==> src/rtl/scp_pkg.sv <==
// Shared phase encodings and default timer width for the light sequencer and scp_079.
package scp_pkg;

    localparam int TW_DEFAULT = 6;

    typedef enum logic [1:0] {
        PH_IDLE   = 2'b00,
        PH_GREEN  = 2'b01,
        PH_YELLOW = 2'b10,
        PH_RED    = 2'b11
    } phase_e;

endpackage

==> src/rtl/scp_phase_timer.sv <==
// Phase timer: TW-bit up-counter with clear and hold, plus a terminal-count flag at len-1.
module scp_phase_timer #(
    parameter int TW = 6
) (
    input  logic          clock,
    input  logic          reset_n,
    input  logic          clear,
    input  logic          hold,
    input  logic [TW:0]   len,
    output logic [TW-1:0] count,
    output logic          tc
);

    // len spans 1..2**TW, so the compare is done one bit wider than the count
    assign tc = ({1'b0, count} == (len - (TW+1)'(1)));

    always_ff @(posedge clock or negedge reset_n) begin
        if (!reset_n) begin
            count <= '0;
        end else if (clear) begin
            count <= '0;
        end else if (!hold) begin
            count <= count + TW'(1);
        end
    end

endmodule

==> src/rtl/scp_light_sequencer.sv <==
// GREEN/YELLOW/RED phase sequencer with alarm preemption into RED.
// Optional freeze input built when SCP_LIGHT_HOLD_EN is defined.
module scp_light_sequencer
    import scp_pkg::*;
#(
    parameter int TW         = TW_DEFAULT,
    parameter int GREEN_LEN  = 40,
    parameter int YELLOW_LEN = 10,
    parameter int RED_LEN    = 30
) (
    input  logic          clock,
    input  logic          reset_n,
    input  logic          enable,
    input  logic          alarm_req,
    output logic          alarm_ack,
    output logic          green,
    output logic          yellow,
    output logic          red,
    output logic [TW-1:0] timer,
    output logic [1:0]    phase,
    output logic          cycle_done
`ifdef SCP_LIGHT_HOLD_EN
    ,
    input  logic          hold
`endif
);

    phase_e      phase_q, phase_nx;
    logic        alarm_req_d;
    logic        alarm_edge;
    logic        freeze;
    logic        cnt_clear, cnt_hold, cnt_tc;
    logic        ack_nx, done_nx;
    logic [TW:0] len_sel;

`ifdef SCP_LIGHT_HOLD_EN
    assign freeze = hold;
`else
    assign freeze = 1'b0;
`endif

    assign alarm_edge = alarm_req & ~alarm_req_d;
    assign phase      = phase_q;

    always_comb begin
        len_sel = (TW+1)'(GREEN_LEN);
        case (phase_q)
            PH_YELLOW: len_sel = (TW+1)'(YELLOW_LEN);
            PH_RED:    len_sel = (TW+1)'(RED_LEN);
            default:   len_sel = (TW+1)'(GREEN_LEN);
        endcase
    end

    scp_phase_timer #(.TW(TW)) u_timer (
        .clock   (clock),
        .reset_n (reset_n),
        .clear   (cnt_clear),
        .hold    (cnt_hold),
        .len     (len_sel),
        .count   (timer),
        .tc      (cnt_tc)
    );

    // enable beats alarm, alarm beats hold and timeout
    always_comb begin
        phase_nx  = phase_q;
        cnt_clear = 1'b0;
        cnt_hold  = 1'b0;
        ack_nx    = 1'b0;
        done_nx   = 1'b0;
        if (!enable) begin
            phase_nx  = PH_IDLE;
            cnt_clear = 1'b1;
        end else if (phase_q == PH_IDLE) begin
            phase_nx  = PH_GREEN;
            cnt_clear = 1'b1;
        end else if (alarm_edge) begin
            phase_nx  = PH_RED;
            cnt_clear = 1'b1;
            ack_nx    = 1'b1;
        end else if (freeze) begin
            cnt_hold  = 1'b1;
        end else if (cnt_tc) begin
            cnt_clear = 1'b1;
            case (phase_q)
                PH_GREEN:  phase_nx = PH_YELLOW;
                PH_YELLOW: phase_nx = PH_RED;
                default: begin
                    phase_nx = PH_GREEN;
                    done_nx  = 1'b1;
                end
            endcase
        end
    end

    always_ff @(posedge clock or negedge reset_n) begin
        if (!reset_n) begin
            phase_q     <= PH_IDLE;
            alarm_req_d <= 1'b0;
            alarm_ack   <= 1'b0;
            cycle_done  <= 1'b0;
            green       <= 1'b0;
            yellow      <= 1'b0;
            red         <= 1'b0;
        end else begin
            phase_q     <= phase_nx;
            alarm_req_d <= alarm_req;
            alarm_ack   <= ack_nx;
            cycle_done  <= done_nx;
            green       <= (phase_nx == PH_GREEN);
            yellow      <= (phase_nx == PH_YELLOW);
            red         <= (phase_nx == PH_RED);
        end
    end

endmodule

==> config.mk <==
export PLATFORM = sky130hd
export DESIGN_NAME = scp_light_sequencer
export DESIGN_NICKNAME = d
export VERILOG_FILES = /design/src/rtl/scp_pkg.sv /design/src/rtl/scp_phase_timer.sv /design/src/rtl/scp_light_sequencer.sv
export SDC_FILE = /design/constraint.sdc
export NUM_CORES = 1
export LEC_CHECK = 0
export BUFFER_PORTS_ARGS = -buffer_cell sky130_fd_sc_hd__buf_2
export CORE_AREA = 2 2 43 45
export CTS_BUF_LIST = sky130_fd_sc_hd__clkbuf_8
export DETAILED_ROUTE_END_ITERATION = 12
export DIE_AREA = 0 0 45 47
export PLACE_DENSITY = 0.64
export SLEW_MARGIN = 0
export SYNTH_ARGS = -nofsm -noshare
export SYNTH_HDL_FRONTEND = slang
export SYNTH_SLANG_ARGS = --single-unit
==> constraint.sdc <==
create_clock -name clock -period 1.8 [get_ports clock]
set_input_delay 0.36 -clock clock [delete_from_list [all_inputs] [get_ports clock]]
set_output_delay 0.36 -clock clock [all_outputs]
set_load 0.05 [all_outputs]
# Word level (Yosys, flattened, before mapping)

Index checks and enable logic that the tools add are counted.

Register bits: 14
Input bits: 4
Logic and storage cells: 40

Add/subtract/negate cells: 2
Equality and inequality tests: 7
Muxes and demuxes: 19
Bitwise logic cells: 2
Reduce and logical (&&, ||, !) cells: 2

Operators with widths:

| kind                                                | number |
|---|---|
| two-way mux 1 bit                                   | 12 |
| case mux 6 bit (2 select lines)                     | 1 |
| equality test 2 bit, second input constant          | 4 |
| two-way mux 2 bit                                   | 4 |
| equality test 6 x 7 -> 1 bit                        | 1 |
| subtractor 6 x 1 -> 7 bit, second input constant    | 1 |
| adder 6 x 1 -> 6 bit, second input constant         | 1 |
| two-way mux 6 bit                                   | 1 |
| equality test 2 x 1 -> 1 bit, second input constant | 2 |
| case mux 2 bit (2 select lines)                     | 1 |
| zero test 2 bit                                     | 1 |
| OR reduction 2 bit                                  | 1 |
| AND 1 bit                                           | 1 |
| inverter 1 bit                                      | 1 |

# Depth between registers and ports, before layout

Word-level depth: 9
Depth in mapped cells: 8
Gate-level depth less buffers: 8

# Hierarchy

Synthesis repeated with hierarchy kept, for this count alone.

Cell total of the unflattened synthesis: 92
Area, all modules: 898.4 um^2

By module, submodules not included:

| module              | times used | cells an instance | area each (um^2) | seq. area each (um^2) |
|---|---|---|---|---|
| scp_phase_timer     | 1          | 59                | 508.0            | 150.1 |
| scp_light_sequencer | 1          | 33                | 390.4            | 200.2 |

# Worst setup path before layout

No wires, ideal clock.

Path kind: reg2reg
From: register phase_q[0] (netlist: phase[0])
To: register green
Library setup time: 69 ps
Data arrival time: 2018 ps
Data required time: 1731 ps
Path slack: -288 ps
Cell stages (with the launch flop): 9
Path buffers: 0
Cells stage by stage: dfrtp_1 inv_1 ha_1 xor2_1 nand3_1 or2_4 o311ai_4 inv_2 nor2_2

Word-level cells in the longest chain between the ends: 9
Elaborated cells between the ends (all ways): 13
Classes of those cells: 1 x add/sub; 5 x eq/ne; 6 x mux; 1 x reduce/logical

RTL lines:

| item                                          | RTL line                                             | RTL |
|---|---|---|
| start: declaration                            | scp_light_sequencer.sv:28                            | `phase_e phase_q, phase_nx;` |
| start signal: assignment                      | scp_light_sequencer.sv:106                           | `phase_q <= phase_nx;` |
| equality test 2 bit, on equally long branches | scp_light_sequencer.sv:47, scp_light_sequencer.sv:85 |  |
| case mux 6 bit (2 select lines)               | scp_light_sequencer.sv:47                            | `case (phase_q)` |
| subtractor 6 x 1 -> 7 bit                     | scp_phase_timer.sv:15                                | `assign tc = ({1'b0, count} == (len - (TW+1)'(1)));` |
| equality test 6 x 7 -> 1 bit                  | scp_phase_timer.sv:15                                |  |
| two-way mux 2 bit                             | scp_light_sequencer.sv:83                            | `end else if (cnt_tc) begin` |
| two-way mux 2 bit                             | scp_light_sequencer.sv:77                            | `end else if (alarm_edge) begin` |
| two-way mux 2 bit *                           | scp_light_sequencer.sv:74                            | `end else if (phase_q == PH_IDLE) begin` |
| two-way mux 2 bit *                           | scp_light_sequencer.sv:71                            | `if (!enable) begin` |
| via phase_nx[1]                               | scp_light_sequencer.sv:28                            |  |
| equality test 2 x 1 -> 1 bit *                | scp_light_sequencer.sv:110                           | `green <= (phase_nx == PH_GREEN);` |
| end signal: assignment                        | scp_light_sequencer.sv:110                           |  |
| end: declaration                              | scp_light_sequencer.sv:16                            | `output logic green,` |

The timed path passes the listed nets; every way through them passes the cells marked *.

# Worst setup path in the final report

From: register phase_q[0] (netlist: phase[0])
To: register yellow

Word-level cells in the longest chain between the ends: 9
Elaborated cells between the ends (all ways): 13
Classes of those cells: 1 x add/sub; 5 x eq/ne; 6 x mux; 1 x reduce/logical

RTL lines:

| item                                          | RTL line                                             | RTL |
|---|---|---|
| equality test 2 bit, on equally long branches | scp_light_sequencer.sv:47, scp_light_sequencer.sv:85 |  |
| case mux 6 bit (2 select lines)               | scp_light_sequencer.sv:47                            |  |
| subtractor 6 x 1 -> 7 bit                     | scp_phase_timer.sv:15                                |  |
| equality test 6 x 7 -> 1 bit                  | scp_phase_timer.sv:15                                |  |
| two-way mux 2 bit                             | scp_light_sequencer.sv:83                            |  |
| two-way mux 2 bit                             | scp_light_sequencer.sv:77                            |  |
| two-way mux 2 bit *                           | scp_light_sequencer.sv:74                            |  |
| two-way mux 2 bit *                           | scp_light_sequencer.sv:71                            |  |
| via phase_nx[0]                               | scp_light_sequencer.sv:28                            |  |
| equality test 2 bit *                         | scp_light_sequencer.sv:111                           | `yellow <= (phase_nx == PH_YELLOW);` |
| end signal: assignment                        | scp_light_sequencer.sv:111                           |  |
| end: declaration                              | scp_light_sequencer.sv:17                            | `output logic yellow,` |

Marked as above.

==> impl_metrics.csv <==
group,metric,value,unit
status,status,"finished with violations",
status,violations,"hold timing",
cts,cts_tree,"done",
power_and_ir_drop,power.leakage,0.447,nW
cells_and_area,multi_input_area,383,µm²
cts,clock_path_buffers,2,
logic_synthesis,synthTopCellsByArea,"dfrtp_1 (50%), ha_1 (11%), nor2_1 (5.9%), o311ai_4 (3.8%), xnor2_1 (3.8%)",
placed_design,portBuffers,16,
logic_synthesis,yosys_warnings,0,
sta,finalSetupViolations,0,
cts,clkTransAtPathRegs,0.06,ns
cts,htreeDepth,1,
logic_synthesis,netlist_area,694,µm²
sta,holdWs,-0.00397,ns
drt,vias,504,
cells_and_area,drive_gt1_frac,0.459,
sta,skew,0.00236,ns
cells_and_area,nets,96,
drt,drt_pass1_iterations,4,
cells_and_area,nFillCells,153,
logic_synthesis,synth-seq-area-share,0.505,
sta,rsz0062_at_grt,"true",
grt,grt_overflow,0,
sta,fmax,580,MHz
worst_setup_path,cp-start-kind,"flop",
drt,postRouteAntennaNets,0,
sta,period_share,0.958,
drt,initialDrtViolationCount,4,
worst_setup_path,required,1.97,ns
cells_and_area,antenna_cells,0,
power_and_ir_drop,clockPowerShare,0.407,
worst_setup_path,path_max_fanout,4,
worst_setup_path,cp-startpoint,"phase[0]",
logic_synthesis,yosysTopAreaCell,"dfrtp_1",
power_and_ir_drop,p_per_area,804,mW/mm²
worst_setup_path,arrival,1.90,ns
sta,fin_crit,1.73,ns
power_and_ir_drop,combPwrFrac,0.145,
sta,finalHoldViolations,13,
floorplanning,pin_count,17,
min_path,hold_path_class,"in2async",
cts,clock_latency,0.24,ns
cts,cts.sinks,14,
drt,drcViolationCount,0,
grt,antenna_found_initial,0,
floorplanning,dieArea,0.00212,mm²
power_and_ir_drop,p_sw_frac,0.262,
logic_synthesis,synth_top_area_share,0.505,
cts,ctsRootBufferMaster,"clkbuf_8",
cts,cts_buffers,3,
cts,ctsHoldBuffers,0,
placed_design,globalplace.congestion,0.778,
drt,viasPerCell,4.94,
floorplanning,die_h,47,µm
sta,drv_slew,0,
sta,tightest_slew,0.421,ns
logic_synthesis,postSynthAreaPerCell,11.0,µm²
floorplanning,start_util,0.420,
cells_and_area,final_cell_mix,"buf_2 (16), dfrtp_1 (12), nor2_1 (10)",
power_and_ir_drop,p_seq_frac,0.448,
power_and_ir_drop,peakVddDrop,440,µV
logic_synthesis,synth_fp_nets,73,
drt,drt_wl_total,1.31,mm
grt,grt_pass1_wl,2.13,mm
floorplanning,row_count,15,
power_and_ir_drop,net-switching-power,0.000196,W
cells_and_area,layout.area.seq,353,µm²
worst_setup_path,worstSetupPathType,"reg2reg",
job,cap_violations,0,
drt,avgRoutedWirePerCell,12.9,µm
floorplanning,dieWidth,45,µm
grt,grt_max_degree,15,
power_and_ir_drop,cellInternalPower,0.000551,W
logic_synthesis,synth.distinct_cells,21,
grt,grtUsageTotal,0.145,
logic_synthesis,ys_ff_latch,14,
cells_and_area,layout_commonest_cell,"buf_2",
placed_design,place_hpwl,956,µm
floorplanning,core,0.00165,mm²
sta,slew_headroom,0.719,
cells_and_area,fin_util,0.562,
worst_setup_path,worstSetupEndpointType,"flop",
worst_setup_path,rr_startpoint,"phase[0]",
cells_and_area,syn_to_final_growth,33.7,%
logic_synthesis,synthesis.instances,63,
sta,finalSetupTns,0,ns
grt,grt_pass1_vias,475,
[power groups by stage]
| stage | registers (W) | logic [W] | clock network [W] |
|---|---|---|---|
| floorplan | 0.000370 | 0.0000396 | 0 |
| global placement | 0.000339 | 0.000101 | 0 |
| detailed placement | 0.000340 | 0.000101 | 0 |
| CTS | 0.000333 | 0.000102 | 0.000312 |
| global route | 0.000335 | 0.000118 | 0.000332 |
| finish | 0.000334 | 0.000109 | 0.000304 |
[critical path, stage by stage (launching register included)]
cell and delay (ns):
dfrtp_2 0.43, ha_2 0.22, xnor2_2 0.17, nand3_2 0.11, or2_4 0.28, o211ai_4 0.22
inv_1 0.09, nor2_1 0.12
[worst paths after layout]
kind / end / slack, ns / cells past startpoint
worst max register to register: yellow / 0.07 / 7
min in group clock: alarm_req_d / 0.25 / 1
worst max-delay path: yellow / 0.07 / 7
max in group asynchronous: phase[1] / 1.55 / 1
worst min-delay path: alarm_req_d / -0.004 / 1
worst min register to register: u_timer.count[0] / 0.53 / 1
[registers in the layout (all words and copies together), names as in the netlist]
| signal | cells |
|---|---|
| yellow | 1 |
| alarm_req_d | 1 |
| green | 1 |
| red | 1 |
| cycle_done | 1 |
| alarm_ack | 1 |
| phase | 2 |
| u_timer.count | 6 |
[repair_timing]
item / 4_1_cts / 5_1_grt
pin swaps: 1 / 1
setup buffers: 0 / 1
gates cloned: 0 / 0
resized for setup: 0 / 8
endpoints found under the setup margin: 1 / 10
[cells in the mapped netlist (all sizes together)]
cell and instances:
dfrtp 14, nor2 12, ha 6, inv 5
nand3 4, nand2 3, o211ai 3, xnor2 3
xor2 3, nor2b 2, and2 1, and3b 1
mux2i 1, nand2b 1, nor3 1, nor3b 1
o311ai 1, or2 1
[metrics by stage]
stage | worst slack [ns] | cells | instance area (µm²) | total power [W]
detailed placement | 0.0243 | 97 | 823 | 0.000441
finish | 0.0747 | 102 | 928 | 0.000746
CTS | 0.0100 | 101 | 878 | 0.000747
global route | -0.0355 | 102 | 928 | 0.000785
floorplan | -0.0389 | 63 | 714 | 0.000410
global placement | 0.0250 | 97 | 823 | 0.000440
[routing by layer]
layer,up-vias,GRT usage,part of all wire
li1,248,-,-
met1,240,0.203,0.46
met2,14,0.200,0.48
met3,2,0.0500,0.054
met4,0,0.0706,0.0084
met5,-,0,0
[kinds of logic after synthesis]
| group | share of synthesized area |
|---|---|
| xor+xnor | 0.0757 |
| flops | 0.505 |
| simple gates | 0.193 |
| compound gates | 0.0775 |
| mux | 0.0144 |
| fa+ha+maj | 0.108 |
| buf+inv | 0.0270 |
[layout make-up]
class,count,area share
clock buffer,4,0.0593
inverter,5,0.0229
multi-input combinational,44,0.412
sequential,14,0.380
tap,17,0.0229
timing repair buffer,18,0.102
Power figures use the tool's default switching activity.
